--- src/rtl/button_event.sv ---
// button_event: synchronised press/release/hold pulses, auto-repeat when BUTTON_EVENT_REPEAT_EN is defined
module button_event #(
  parameter int HOLD_CYCLES = 50_000_000,
  parameter int REPEAT_CYCLES = 10_000_000
) (
  input  logic clock,
  input  logic reset,
  input  logic BTN_press,
  output logic press_pulse,
  output logic release_pulse,
  output logic hold_pulse,
`ifdef BUTTON_EVENT_REPEAT_EN
  output logic repeat_pulse,
`endif
  output logic held
);
  localparam int MAX_CYCLES = HOLD_CYCLES > REPEAT_CYCLES ? HOLD_CYCLES : REPEAT_CYCLES;
  localparam int W = $clog2(MAX_CYCLES);
  typedef enum logic [1:0] {IDLE, PRESSED, HELD} state_t;
  state_t state, state_n;
  logic s1, s2;
  logic [W-1:0] cnt, cnt_n;
  logic press_n, release_n, hold_n;
`ifdef BUTTON_EVENT_REPEAT_EN
  logic repeat_n;
`endif
  always_comb begin
    state_n = state;
    cnt_n = cnt;
    press_n = 1'b0;
    release_n = 1'b0;
    hold_n = 1'b0;
`ifdef BUTTON_EVENT_REPEAT_EN
    repeat_n = 1'b0;
`endif
    if (state == IDLE) begin
      if (s2) begin
        state_n = PRESSED;
        press_n = 1'b1;
        cnt_n = '0;
      end
    end else if (!s2) begin
      state_n = IDLE;
      release_n = 1'b1;
      cnt_n = '0;
    end else if (state == PRESSED) begin
      hold_n = cnt == W'(HOLD_CYCLES - 1);
      state_n = hold_n ? HELD : PRESSED;
      cnt_n = hold_n ? '0 : cnt + 1'b1;
    end else begin
`ifdef BUTTON_EVENT_REPEAT_EN
      repeat_n = cnt == W'(REPEAT_CYCLES - 1);
      cnt_n = repeat_n ? '0 : cnt + 1'b1;
`else
      cnt_n = '0;
`endif
    end
  end
  always_ff @(posedge clock) begin
    if (reset) begin
      s1 <= 1'b0;
      s2 <= 1'b0;
      state <= IDLE;
      cnt <= '0;
      press_pulse <= 1'b0;
      release_pulse <= 1'b0;
      hold_pulse <= 1'b0;
`ifdef BUTTON_EVENT_REPEAT_EN
      repeat_pulse <= 1'b0;
`endif
      held <= 1'b0;
    end else begin
      s1 <= BTN_press;
      s2 <= s1;
      state <= state_n;
      cnt <= cnt_n;
      press_pulse <= press_n;
      release_pulse <= release_n;
      hold_pulse <= hold_n;
`ifdef BUTTON_EVENT_REPEAT_EN
      repeat_pulse <= repeat_n;
`endif
      held <= state_n != IDLE;
    end
  end
endmodule
--- config.mk ---
export PLATFORM = sky130hd
export DESIGN_NAME = button_event
export DESIGN_NICKNAME = d
export VERILOG_FILES = /design/src/rtl/button_event.sv
export SDC_FILE = /design/constraint.sdc
export NUM_CORES = 1
export LEC_CHECK = 0
export ABC_AREA = 1
export BUFFER_PORTS_ARGS = -buffer_cell sky130_fd_sc_hd__buf_2
export CORE_ASPECT_RATIO = 0.7
export CORE_MARGIN = 5
export CORE_UTILIZATION = 55
export DETAILED_ROUTE_END_ITERATION = 8
export PLACE_DENSITY_LB_ADDON = 0.1
export REMOVE_ABC_BUFFERS = 1
export SETUP_SLACK_MARGIN = 0.5
export SYNTH_ARGS = -nofsm -noshare
export SYNTH_HDL_FRONTEND = slang
export SYNTH_SLANG_ARGS = --single-unit
--- constraint.sdc ---
create_clock -name clock -period 1.7 [get_ports clock]
set_clock_uncertainty 0.15 [all_clocks]
set_input_delay 0.34 -clock clock [delete_from_list [all_inputs] [get_ports clock]]
set_output_delay 0.34 -clock clock [all_outputs]
set_load 0.02 [all_outputs]
# Yosys cells after proc, flatten, opt, wreduce, memory -nomap -nowiden

Index checks and enable logic that the tools add are counted.

Register bits after elaboration: 34
Bits of input ports: 3
Output and inout bits: 4

$add $sub $neg: 1
Equality and inequality tests: 3
Mux-type cells: 12
Bitwise operators: 3
Reductions and logical operators: 5

Operator list:

| cell                                          | count |
|---|---|
| 2-to-1 mux 26 bit                             | 5 |
| adder 26 x 1 -> 26 bit, second input constant | 1 |
| == test 26 bit, second input constant         | 1 |
| 2-to-1 mux 2 bit                              | 5 |
| OR reduction 2 bit                            | 2 |
| OR reduction 4 bit                            | 1 |
| inverter 1 bit                                | 3 |
| == test 2 x 1 -> 1 bit, second input constant | 1 |
| zero test 2 bit                               | 1 |
| 2-to-1 mux 1 bit                              | 2 |
| inequality test 2 bit, second input constant  | 1 |
| nonzero test 2 bit                            | 1 |

# Logic depth before layout (Yosys ltp)

Gate-level depths: netlist (run 1).

Depth in word-level cells: 6
Gate-level depth with buffers: 10
Gate-level depth less buffers: 10

# Least setup slack after synthesis (run 1)

OpenSTA, ideal clock, no wires.

Path kind: register to register
Start point: register cnt[0]
End point: register cnt[7]
Library setup time: 125 ps
Arrival time: 1338 ps
Data required time: 1425 ps
Setup slack: 88 ps
Stages on the path, launching flop included: 10
Clock period less this slack: 1612 ps
Cells stage by stage: dfxtp_1 -> ha_1 -> nand2_1 -> nor2_2 -> nand3_2 -> nor2_4 -> nor2_4 -> nand2_4 -> buf_6 -> o22ai_2

Cells in the longest elaborated chain, start to end: 5

RTL lines:

| element                                                  | line   | source |
|---|---|---|
| from (decl)                                              | 22     | `logic [W-1:0] cnt, cnt_n;` |
| from (signal assigned)                                   | 76     | `cnt <= cnt_n;` |
| adder 26 x 1 -> 26 bit or == test 26 bit (tied branches) | 49, 47 |  |
| 2-to-1 mux 26 bit *                                      | 49     | `cnt_n = hold_n ? '0 : cnt + 1'b1;` |
| 2-to-1 mux 26 bit *                                      | 46     | `end else if (state == PRESSED) begin` |
| 2-to-1 mux 26 bit *                                      | 42     | `end else if (!s2) begin` |
| 2-to-1 mux 26 bit *                                      | 36     | `if (state == IDLE) begin` |

Mark *: on every way between the ends. The rest lies on a longest branch, timed or not.
A chain may end at the register's enable or synchronous reset.

# Worst setup path in the final report (run 1)

Start point: register cnt[1]
End point: register cnt[5]

The elaborated chain is that of the path after synthesis.

==> summary.md, run 1 <==
| Metric | Value |
|---|---|
| Vias post-DR | 2090 |
| Initial DRC Count | 280 |
| Synth area leader | dfxtp_1 |
| Final setup margin | 74.1 ps |
| Max IR drop VDD | 485 µV |
| Max Cap Violations | 0 |
| GR Overflow Total | 0 |
| Leading cell type in the layout, fill and taps excluded | nand2_1 |
| Largest net degree at the start of global routing | 12 |
| Area after DPL | 2120 µm² |
| Wirelength per Cell | 15.5 µm |
| Post-synth EDFFs | 0 |
| Measured slew at the worst slew-check pin | 577 ps |
| Relative slew slack | 61.5% |
| Combinational fraction of design power | 4.3% |
| Most frequent cells in the layout | nand2_1 (72), inv_1 (30), buf_4 (30) |
| FMAX | 615 MHz |
| Design area | 2650 µm² |
| Main synth FF type | dfxtp_1 |
| Endpoint type of the worst setup path | flop |
| CP max FO | 6 |
| Average cell area after synthesis | 6.71 µm² |
| RD Place Congestion | 0.920 |
| 1st-pass router iterations | 5 |
| Seq pwr share | 52.8% |
| Sequential fraction of the synthesis area | 35.7% |
| Pleak | 0.995 nW |
| Int Pwr | 1.14 mW |
| RSZ-0062 raised after global routing | true |
| P_sw | 0.376 mW |
| Clk_lat worst skew | 300 ps |
| Area delta synth->final | 39.4% |
| Worst-path clk slew | 80 ps |
| Crit path required time | 1740 ps |
| Residual DRC | 0 |
| FP Rows | 17 |
| TritonCTS buffer count | 5 |
| CTS max path bufs | 2 |
| Yosys reg bits | 34 |
| Cts hold-fix bufs | 0 |
| Reg area | 713 µm² |
| Synth top area cells | dfxtp_1 (36%), nand2_1 (16%), nor2_1 (6.9%) |
| Initial core utilization | 58.9% |
| Critical path type | flop to flop |
| Cell count after synthesis | 284 |
| Clk sink count | 34 |
| Worst Hold Class | primary input to flop |
| IO Pins | 7 |
| # setup viols final | 0 |
| Final HPWL DP | 3390 µm |
| Post-synth cell types | 27 |
| Root buf cell | clkbuf_8 |
| Global-route wire length before repair | 8870 µm |
| H-tree depth | 2 |
| # nets final | 333 |
| CP Launch Type | flop |
| Routed wire length | 5840 µm |
| Outcome | completed |
| Asr flop ratio synth | 0% |
| Final Max Tran Viols | 0 |
| Die X | 80.3 µm |
| GRT Total Usage | 25.1% |
| DR vias/cell | 5.54 |
| Vias in the first global route | 1869 |
| IO Port Bufs | 6 |
| Share of cells above drive strength 1 | 43.9% |
| Clock share of power | 42.9% |
| DIE AREA | 4760 µm² |
| Final Hold Viols | 0 |
| CTS tree | done |
| Crit share post-route | 95.6% |
| Fill count | 201 |
| Yosys warning count | 0 |
| Remaining antenna violation count | 0 |
| CORE AREA | 3230 µm² |
| Power density cells | 572 nW/µm² |
| Number of diodes | 0 |
| Pwr Total | 1.52 mW |
| Min Tclk post-route | 1630 ps |
| Top cell type's share of synthesized area | 35.7% |
| Place WS | -30.0 ps |
| Antenna violations before repair | 0 |
| Setup TNS Final | 0 ps |
| Net Sw Frac | 24.8% |
| CP arrival | 1660 ps |
| Cell Area, Synth | 1900 µm² |
| Multi-input combinational cell area | 1280 µm² |
| Vert. Die Dim | 59.2 µm |
## through the flow
step           instances  hold slack [ps]  utilization [%]
5_1_grt              377             96.8             82.1
3_5_place_dp         354              249             65.7
3_3_place_gp         354              251             65.7
2_1_floorplan        281              238                -
6_report             377             88.6             82.1
4_1_cts              373             92.6             78.0
## worst max-delay path: stages (launching register included)
cell and delay (ps):
dfxtp_4 370, ha_4 150, nand2_4 70, nor2_4 140, nand3_4 110, nor2_4 130, nor2_4 70, buf_12 150
nand2_8 90, o22ai_2 70
## synthesized netlist by cell type, types with 2 or more instances
master and n:
o21ai_2 5, dfxtp_1 34, o22ai_2 5, o21bai_1 2, nor2_2 5, xor2_1 9, inv_2 14, a21oi_1 12
nand2_1 82, nand3_1 22, nor3_1 3, xnor2_1 2, nor2_1 35, inv_1 30, clkbuf_1 2, o21ai_1 4
nor2_4 4, nand4_1 5
## cell families after synthesis
logic type | after synthesis | share of synthesized area (%)
AO/OA/AOI/OAI | 30 | 11.2
flip-flops | 34 | 35.7
XOR/XNOR | 11 | 5.06
buffers and inverters | 47 | 9.66
AND/OR/NAND/NOR | 161 | 37.6
adder cells (fa/ha/maj) | 1 | 0.657
## metal layers
layer  global-route usage (%)  wire length, µm
met5                        0                0
met4                     12.0              188
met3                     5.62              554
met2                     39.4             2600
met1                     32.7             2500
## final timing paths
kind | from | end | slack, ps | depth (start not counted)
setup / recovery | cnt[1]$_SDFFE_PP0P_ | cnt[5]$_SDFFE_PP0P_ | 70 | 9
hold / removal | BTN_press | s1$_SDFF_PP0_ | 90 | 3
setup reg to reg | cnt[1]$_SDFFE_PP0P_ | cnt[5]$_SDFFE_PP0P_ | 70 | 9
hold reg to reg | s1$_SDFF_PP0_ | s2$_SDFF_PP0_ | 260 | 2
## cell type report
type,count,area share [%]
clock buffer,6,3.11
clock inverter,2,0.471
inverter,44,6.51
multi-input combinational,204,48.2
sequential,34,26.9
tap,47,2.22
timing repair buffer,40,12.6
## what timing repair did
item | in CTS | in global routing
pin swaps | 16 | 8
buffers inserted | 10 | 4
cloned | 1 | 0
gates resized for setup | 67 | 26
endpoints found under the setup margin | 33 | 33
## power by group through the flow
stage / combinational (mW) / clock, mW / sequential (mW)
after floorplan: 0.0261 / 0 / 0.824
after global placement: 0.0525 / 0 / 0.822
after detailed placement: 0.0528 / 0 / 0.822
after CTS: 0.0604 / 0.646 / 0.800
after global routing: 0.0687 / 0.696 / 0.801
final: 0.0658 / 0.651 / 0.801
## state kept, by name, indices dropped and copies added, names as in the netlist
name and flops:
s2 1, state 2, cnt 26, press_pulse 1, s1 1, release_pulse 1
held 1, hold_pulse 1
No activity file was read; power rests on OpenSTA's default activity.
==> inputs of run 2 (changes only) <==
--- a/config.mk
+++ b/config.mk
@@ -7,3 +7,3 @@
 export LEC_CHECK = 0
-export ABC_AREA = 1
+export ABC_AREA = 0
 export BUFFER_PORTS_ARGS = -buffer_cell sky130_fd_sc_hd__buf_2
@@ -11,3 +11,3 @@
 export CORE_MARGIN = 5
-export CORE_UTILIZATION = 55
+export CORE_UTILIZATION = 54
 export DETAILED_ROUTE_END_ITERATION = 8
--- a/constraint.sdc
+++ b/constraint.sdc
@@ -4,2 +4,2 @@
 set_output_delay 0.34 -clock clock [all_outputs]
-set_load 0.02 [all_outputs]
+set_load 0.005 [all_outputs]
==> run 2 against run 1 <==
  * The flow now finishes with violations (setup timing)
  * Synthesized cell count decreased by 29%
  * Die area decreased by 8.0%
  * Utilization decreased by 3.3 points
  * First-iteration DRC count decreased by 58%
  * Critical path type unchanged
  * Largest power group unchanged
==> summary.md, run 2 <==
| Metric | Value |
|---|---|
| Outcome | complete, but fails checks |
| Failing checks | setup timing |
| DIE AREA | 4380 µm² |
| FMAX | 498 MHz |
| Biggest regs | cnt x26, state x2 |
| Worst-path clk slew | 70 ps |
| 1st-pass router iterations | 6 |
| Int Pwr | 1.15 mW |
| CP arrival | 2050 ps |
| RR Startpoint | cnt[16]$_SDFFE_PP0P_ |
| Largest net degree at the start of global routing | 18 |
| Max FFs per register | 26 |
| Die X | 77.0 µm |
| # setup viols final | 28 |
| Largest family of logic cells by synthesized area | simple AND/OR/NAND/NOR gates |
| Vert. Die Dim | 56.9 µm |
| Vias post-DR | 1847 |
| Max IR drop VDD | 528 µV |
| RSZ-0062 raised after global routing | true |
| Leading cell type in the layout, fill and taps excluded | buf_4 |
| Global-route wire length before repair | 8250 µm |
| Remaining antenna violation count | 0 |
| Seq pwr share | 53.6% |
| Most common cell in the netlist | dfxtp_1 |
| Top cell type's share of synthesized area | 40.1% |
| IO Port Bufs | 6 |
| Main synth FF type | dfxtp_1 |
| P_sw | 0.342 mW |
| Average cell area after synthesis | 8.43 µm² |
| Area delta synth->final | 43.3% |
| Finished Core Util | 78.8% |
| CTS max path bufs | 2 |
| Worst-case reg-to-reg path depth | 5 |
| Routed wire length | 5020 µm |
| Worst Hold Class | primary input to flop |
| Pleak | 0.947 nW |
| H-tree depth | 2 |
| Sequential fraction of the synthesis area | 40.1% |
| Yosys warning count | 0 |
| CP Launch Type | flop |
| GR Overflow Total | 0 |
| IO Pins | 7 |
| Synth Area in Adders | 0.738% |
| Cell count after synthesis | 201 |
| Clk sink count | 34 |
| Hold path cells | 2 |
| Post-synth cell types | 40 |
| Root buf cell | clkbuf_8 |
| CORE AREA | 3080 µm² |
| Combinational fraction of design power | 4.3% |
| Post-synth EDFFs | 0 |
| FP Rows | 17 |
| Vias in the first global route | 1712 |
| Wirelength per Cell | 16.3 µm |
| Fill count | 197 |
| Clock share of power | 42.0% |
| Clk_lat worst skew | 290 ps |
| Min Tclk post-route | 2010 ps |
| XOR/XNOR Fraction of Synth Area | 2.07% |
| Final Hold Viols | 0 |
| Commonest cells post-synth | dfxtp_1 (34), nand3_1 (19), a21oi_1 (16) |
| Share of cells above drive strength 1 | 39.8% |
| Final setup margin | -308 ps |
| Synth top area cells | dfxtp_1 (40%), nand3_1 (5.6%), a21oi_1 (4.7%) |
| Initial DRC Count | 118 |
| Crit path required time | 1740 ps |
| Hold Startpoint | BTN_press |
| Reg2Reg Setup Slack | -310 ps |
| Crit share post-route | 118% |
| Initial core utilization | 55.0% |
| Non-Filler Instances | 307 |
| Final HPWL DP | 3460 µm |
| Cells after DPL | 296 |
| Relative slew slack | 69.6% |
| Compound-Gate Fraction of Synth Area | 18.0% |
| GRT Total Usage | 23.6% |
| Largest Register | cnt |
| Worst Hold Slack | 104 ps |
| Reg2reg end | cnt[1]$_SDFFE_PP0P_ |
| Power density cells | 616 nW/µm² |
| Mux contribution to synthesized area | 4.13% |
| Measured slew at the worst slew-check pin | 455 ps |
| Most frequent cells in the layout | buf_4 (60), dfxtp_1 (32), nand3_1 (18) |
| Area after DPL | 2180 µm² |
| Final Max Tran Viols | 0 |
| Simple-Gate Fraction of Synth Area | 28.9% |
| Hold EP | s1$_SDFF_PP0_ |
| Number of diodes | 0 |
| TritonCTS buffer count | 5 |
| Net Sw Frac | 22.8% |
| Antenna violations before repair | 0 |
| Max Cap Violations | 0 |
| Yosys reg bits | 34 |
| CP max FO | 17 |
| Cell Area, Synth | 1700 µm² |
| DR vias/cell | 6.02 |
| Residual DRC | 0 |
| Endpoint type of the worst setup path | flop |
| Asr flop ratio synth | 0% |
| Critical path type | flop to flop |
| Design area | 2430 µm² |
| # nets final | 272 |
| Synth area leader | dfxtp_1 |
| CTS tree | done |
| RD Place Congestion | 0.922 |
-- run 2: changes by cell type in the layout (fill, tap and decap cells not counted), sizes merged, moves of 7 or more --
| cell | previous run | this run |
|---|---|---|
| buf | 40 | 71 |
| nand2 | 85 | 15 |
| a31oi | 0 | 10 |
| mux2i | 0 | 7 |
| nor2 | 44 | 15 |
| inv | 44 | 6 |
| xor2 | 9 | 2 |
-- run 2: through the flow --
| stage | power, mW | setup TNS [ps] | setup WS [ps] |
|---|---|---|---|
| floorplan | 0.847 | -47510 | -2210 |
| global placement | 0.876 | -5570 | -252 |
| detailed placement | 0.879 | -6850 | -308 |
| CTS | 1.49 | -6710 | -307 |
| global route | 1.56 | -9160 | -380 |
| finish | 1.50 | -7220 | -308 |
-- run 2: worst max path at each step --
stage / from / endpoint / slack, ps / cells after the start
after global placement: cnt[8]$_SDFFE_PP0P_ / cnt[1]$_SDFFE_PP0P_ / -250 / 5
after detailed placement: cnt[8]$_SDFFE_PP0P_ / cnt[23]$_SDFFE_PP0P_ / -310 / 6
after global routing: cnt[1]$_SDFFE_PP0P_ / cnt[13]$_SDFFE_PP0P_ / -380 / 7
final: cnt[16]$_SDFFE_PP0P_ / cnt[1]$_SDFFE_PP0P_ / -310 / 5
after CTS: cnt[16]$_SDFFE_PP0P_ / cnt[2]$_SDFFE_PP0P_ / -310 / 6
after floorplan: cnt[0]$_SDFFE_PP0P_ / cnt[13]$_SDFFE_PP0P_ / -2210 / 6
-- run 2: kinds of logic (layout without fill, tap and decap cells) --
family	after synthesis	after routing
XOR/XNOR	4	4
AND/OR/NAND/NOR	90	90
adder cells (fa/ha/maj)	1	1
flip-flops	34	34
buffers and inverters	17	85
multiplexers	7	7
AO/OA/AOI/OAI	48	48
-- run 2: layout make-up --
class | count | area (µm²) | share of cell area [%]
Clock inverter | 1 | 5.00 | 0.206
Timing Repair Buffer | 71 | 531 | 21.8
Inverter | 6 | 22.5 | 0.927
Multi-Input combinational cell | 150 | 1050 | 43.4
Sequential cell | 34 | 683 | 28.1
Tap cell | 38 | 47.5 | 1.96
Clock buffer | 7 | 86.3 | 3.55
-- run 2: worst max-delay path: stages (launching register included) --
cell and delay (ps):
dfxtp_1 310, or4b_4 550, nor3_4 260, a311oi_4 180
buf_6 210, a22o_1 230
-- run 2: power by group through the flow --
stage          clock [mW]  sequential (mW)  combinational [mW]
6_report            0.629            0.802              0.0649
4_1_cts             0.621            0.802              0.0622
5_1_grt             0.683            0.802              0.0702
2_1_floorplan           0            0.822              0.0251
3_3_place_gp            0            0.820              0.0560
3_5_place_dp            0            0.820              0.0582
-- run 2: repair_timing --
action	in CTS	in global routing
resized for setup	19	12
cloned	1	0
setup buffers	0	2
hold buffers	0	0
setup endpoints to repair	29	33
endpoints found under the hold margin	0	0
pin swaps	7	4
-- run 2: layer usage --
metal | vias to the layer above | global-route usage [%] | routed length, µm
li1 | 889 | - | -
met1 | 861 | 31.8 | 2270
met2 | 81 | 36.8 | 2280
met3 | 16 | 5.45 | 386
met4 | 0 | 8.58 | 82
met5 | - | 0 | 0
==> inputs of run 3 (changes only) <==
BUFFER_PORTS_ARGS = not set   (was -buffer_cell sky130_fd_sc_hd__buf_2)
CELL_PAD_IN_SITES_DETAIL_PLACEMENT = 1   (was not set)
CELL_PAD_IN_SITES_GLOBAL_PLACEMENT = 2   (was not set)
CORE_UTILIZATION = 34   (was 54)
CTS_CLUSTER_DIAMETER = 80   (was not set)
DONT_BUFFER_PORTS = 1   (was not set)
==> run 3 against run 2 <==
  * Wire length grew 13%
  * First-iteration DRC count shrank 62%
  * Clock power shrank 7.8%
  * Non-clock buffer count shrank 3
  * The run still ends with setup timing left
  * Highest routed layer unchanged
  * Final cell count grew 9.1%
  * Hold slack lost 69 ps
  * Largest power group unchanged
  * Count of clock-buffer cells in the layout shrank 2
==> summary.md, run 3 (synthesis results as in run 2) <==
| Metric | Value |
|---|---|
| Max Cap Violations | 0 |
| Final Hold Viols | 0 |
| Power density cells | 590 nW/µm² |
| Max IR drop VDD | 280 µV |
| IO Port Bufs | 0 |
| Non-Filler Instances | 335 |
| Met1 usage | 26.3% |
| Max FFs per register | 26 |
| Initial core utilization | 35.3% |
| Vias in the first global route | 1904 |
| GRT Total Usage | 18.2% |
| Int Pwr | 1.10 mW |
| Largest Register | cnt |
| Routed wire length | 5680 µm |
| TritonCTS buffer count | 5 |
| Root buf cell | clkbuf_8 |
| Crit share post-route | 123% |
| Residual DRC | 0 |
| CTS tree | done |
| CORE AREA | 4810 µm² |
| Vert. Die Dim | 69.1 µm |
| Min Tclk post-route | 2090 ps |
| FP Rows | 21 |
| Final setup margin | -392 ps |
| 1st-pass router iterations | 4 |
| Largest net degree at the start of global routing | 16 |
| FMAX | 478 MHz |
| Most frequent cells in the layout | buf_4 (63), dfxtp_1 (30), nand3_1 (18) |
| Slowest CP cell | or4_4 |
| Clk sink count | 34 |
| Failing checks | setup timing |
| Antenna violations before repair | 0 |
| Area delta synth->final | 45.2% |
| Worst Hold Slack | 35.2 ps |
| Global-route wire length before repair | 9410 µm |
| Crit-path cells | or4_4, nor3_4, buf_6, a311oi_4, buf_4, a21oi_1, a31oi_1 |
| Biggest regs | cnt x26, state x2 |
| RSZ-0062 raised after global routing | true |
| Max incr delay on CP | 540 ps |
| Met2 GRT Util | 26.7% |
| CP Launch Type | flop |
| Outcome | complete, but fails checks |
| RD Place Congestion | 0.806 |
| Number of diodes | 0 |
| Pleak | 0.930 nW |
| CP max FO | 5 |
| Final Max Tran Viols | 0 |
| Fill count | 585 |
| Busiest grt layer | met2 |
| DIE AREA | 6520 µm² |
| Leading cell type in the layout, fill and taps excluded | buf_4 |
| Die X | 94.4 µm |
| Initial DRC Count | 45 |
| Grt met3 use | 3.48% |
| Wirelength per Cell | 17.0 µm |
| # nets final | 270 |
| CP arrival | 2100 ps |
| Remaining antenna violation count | 0 |
| Critical path type | flop to flop |
| DR vias/cell | 5.38 |
| Endpoint type of the worst setup path | flop |
| IO Pins | 7 |
| Clk_lat worst skew | 290 ps |
| Final HPWL DP | 4280 µm |
| Cells after DPL | 324 |
| GR Overflow Total | 0 |
| Relative slew slack | 67.8% |
| Crit path required time | 1710 ps |
| Combinational fraction of design power | 4.7% |
| # setup viols final | 28 |
| H-tree depth | 2 |
| Share of cells above drive strength 1 | 37.6% |
| CP bufs+invs | 2 |
| Seq pwr share | 55.4% |
| P_sw | 0.347 mW |
| Worst-path clk slew | 70 ps |
| CTS max path bufs | 2 |
| Largest delay share family, worst path | simple AND/OR/NAND/NOR gates |
| Worst Hold Class | primary input to flop |
| Vias post-DR | 1801 |
| Clock share of power | 40.0% |
| Net Sw Frac | 23.9% |
| Measured slew at the worst slew-check pin | 481 ps |
## run 3: cell types whose count changed in the layout (fill, tap and decap cells not counted), sizes merged
cell / previous run / this run
clkbuf: 7 / 5
dlygate4sd3: 0 / 1
clkinv: 1 / 2
a311oi: 1 / 2
buf: 71 / 67
## run 3: through the flow
step / util [%] / area [µm²] / power, mW / setup TNS, ps / worst slack [ps]
after global routing: 51.2 / 2460 / 1.51 / -10340 / -466
final: 51.2 / 2460 / 1.45 / -8320 / -392
after global placement: 46.1 / 2210 / 0.877 / -6410 / -344
after floorplan: - / 1620 / 0.847 / -47510 / -2210
after CTS: 50.3 / 2420 / 1.47 / -8270 / -383
after detailed placement: 46.1 / 2210 / 0.879 / -7760 / -413
## run 3: repair_timing
| action | 4_1_cts | 5_1_grt |
|---|---|---|
| gates resized for setup | 23 | 6 |
| buffers inserted | 1 | 1 |
| pin swaps | 12 | 4 |
| setup endpoints to repair | 29 | 29 |
| cloned | 1 | 0 |
| endpoints found under the hold margin | 3 | 0 |
| hold buffers | 1 | 0 |
## run 3: area by class of cell
| cell class | instances | area, µm² | share of cell area (%) |
|---|---|---|---|
| multi-input cells | 151 | 1060 | 43.1 |
| flip-flops and latches | 34 | 686 | 27.9 |
| repair buffers | 68 | 528 | 21.5 |
| well taps | 69 | 86.3 | 3.51 |
| clock buffers | 5 | 68.8 | 2.80 |
| inverters | 6 | 22.5 | 0.915 |
| clock inverters | 2 | 10.0 | 0.407 |
## run 3: metal layers
layer  share of wire, %  vias up
met2                 43       24
li1                   -      892
met4                1.8        0
met3                3.4        9
met1                 51      876
met5                  0        -
## run 3: power by group through the flow
stage / Sequential [mW] / Combinational [mW] / Clock [mW]
6_report: 0.804 / 0.0677 / 0.580
5_1_grt: 0.804 / 0.0728 / 0.637
4_1_cts: 0.803 / 0.0657 / 0.600
3_5_place_dp: 0.822 / 0.0578 / 0
3_3_place_gp: 0.821 / 0.0557 / 0
2_1_floorplan: 0.822 / 0.0251 / 0
## run 3: final timing paths
| path | startpoint | to | slack (ps) | depth (start not counted) |
|---|---|---|---|---|
| setup / recovery | cnt[8]$_SDFFE_PP0P_ | cnt[16]$_SDFFE_PP0P_ | -390 | 7 |
| setup reg to reg | cnt[8]$_SDFFE_PP0P_ | cnt[16]$_SDFFE_PP0P_ | -390 | 7 |
| hold reg to reg | s1$_SDFF_PP0_ | s2$_SDFF_PP0_ | 310 | 1 |
| hold / removal | BTN_press | s1$_SDFF_PP0_ | 40 | 1 |
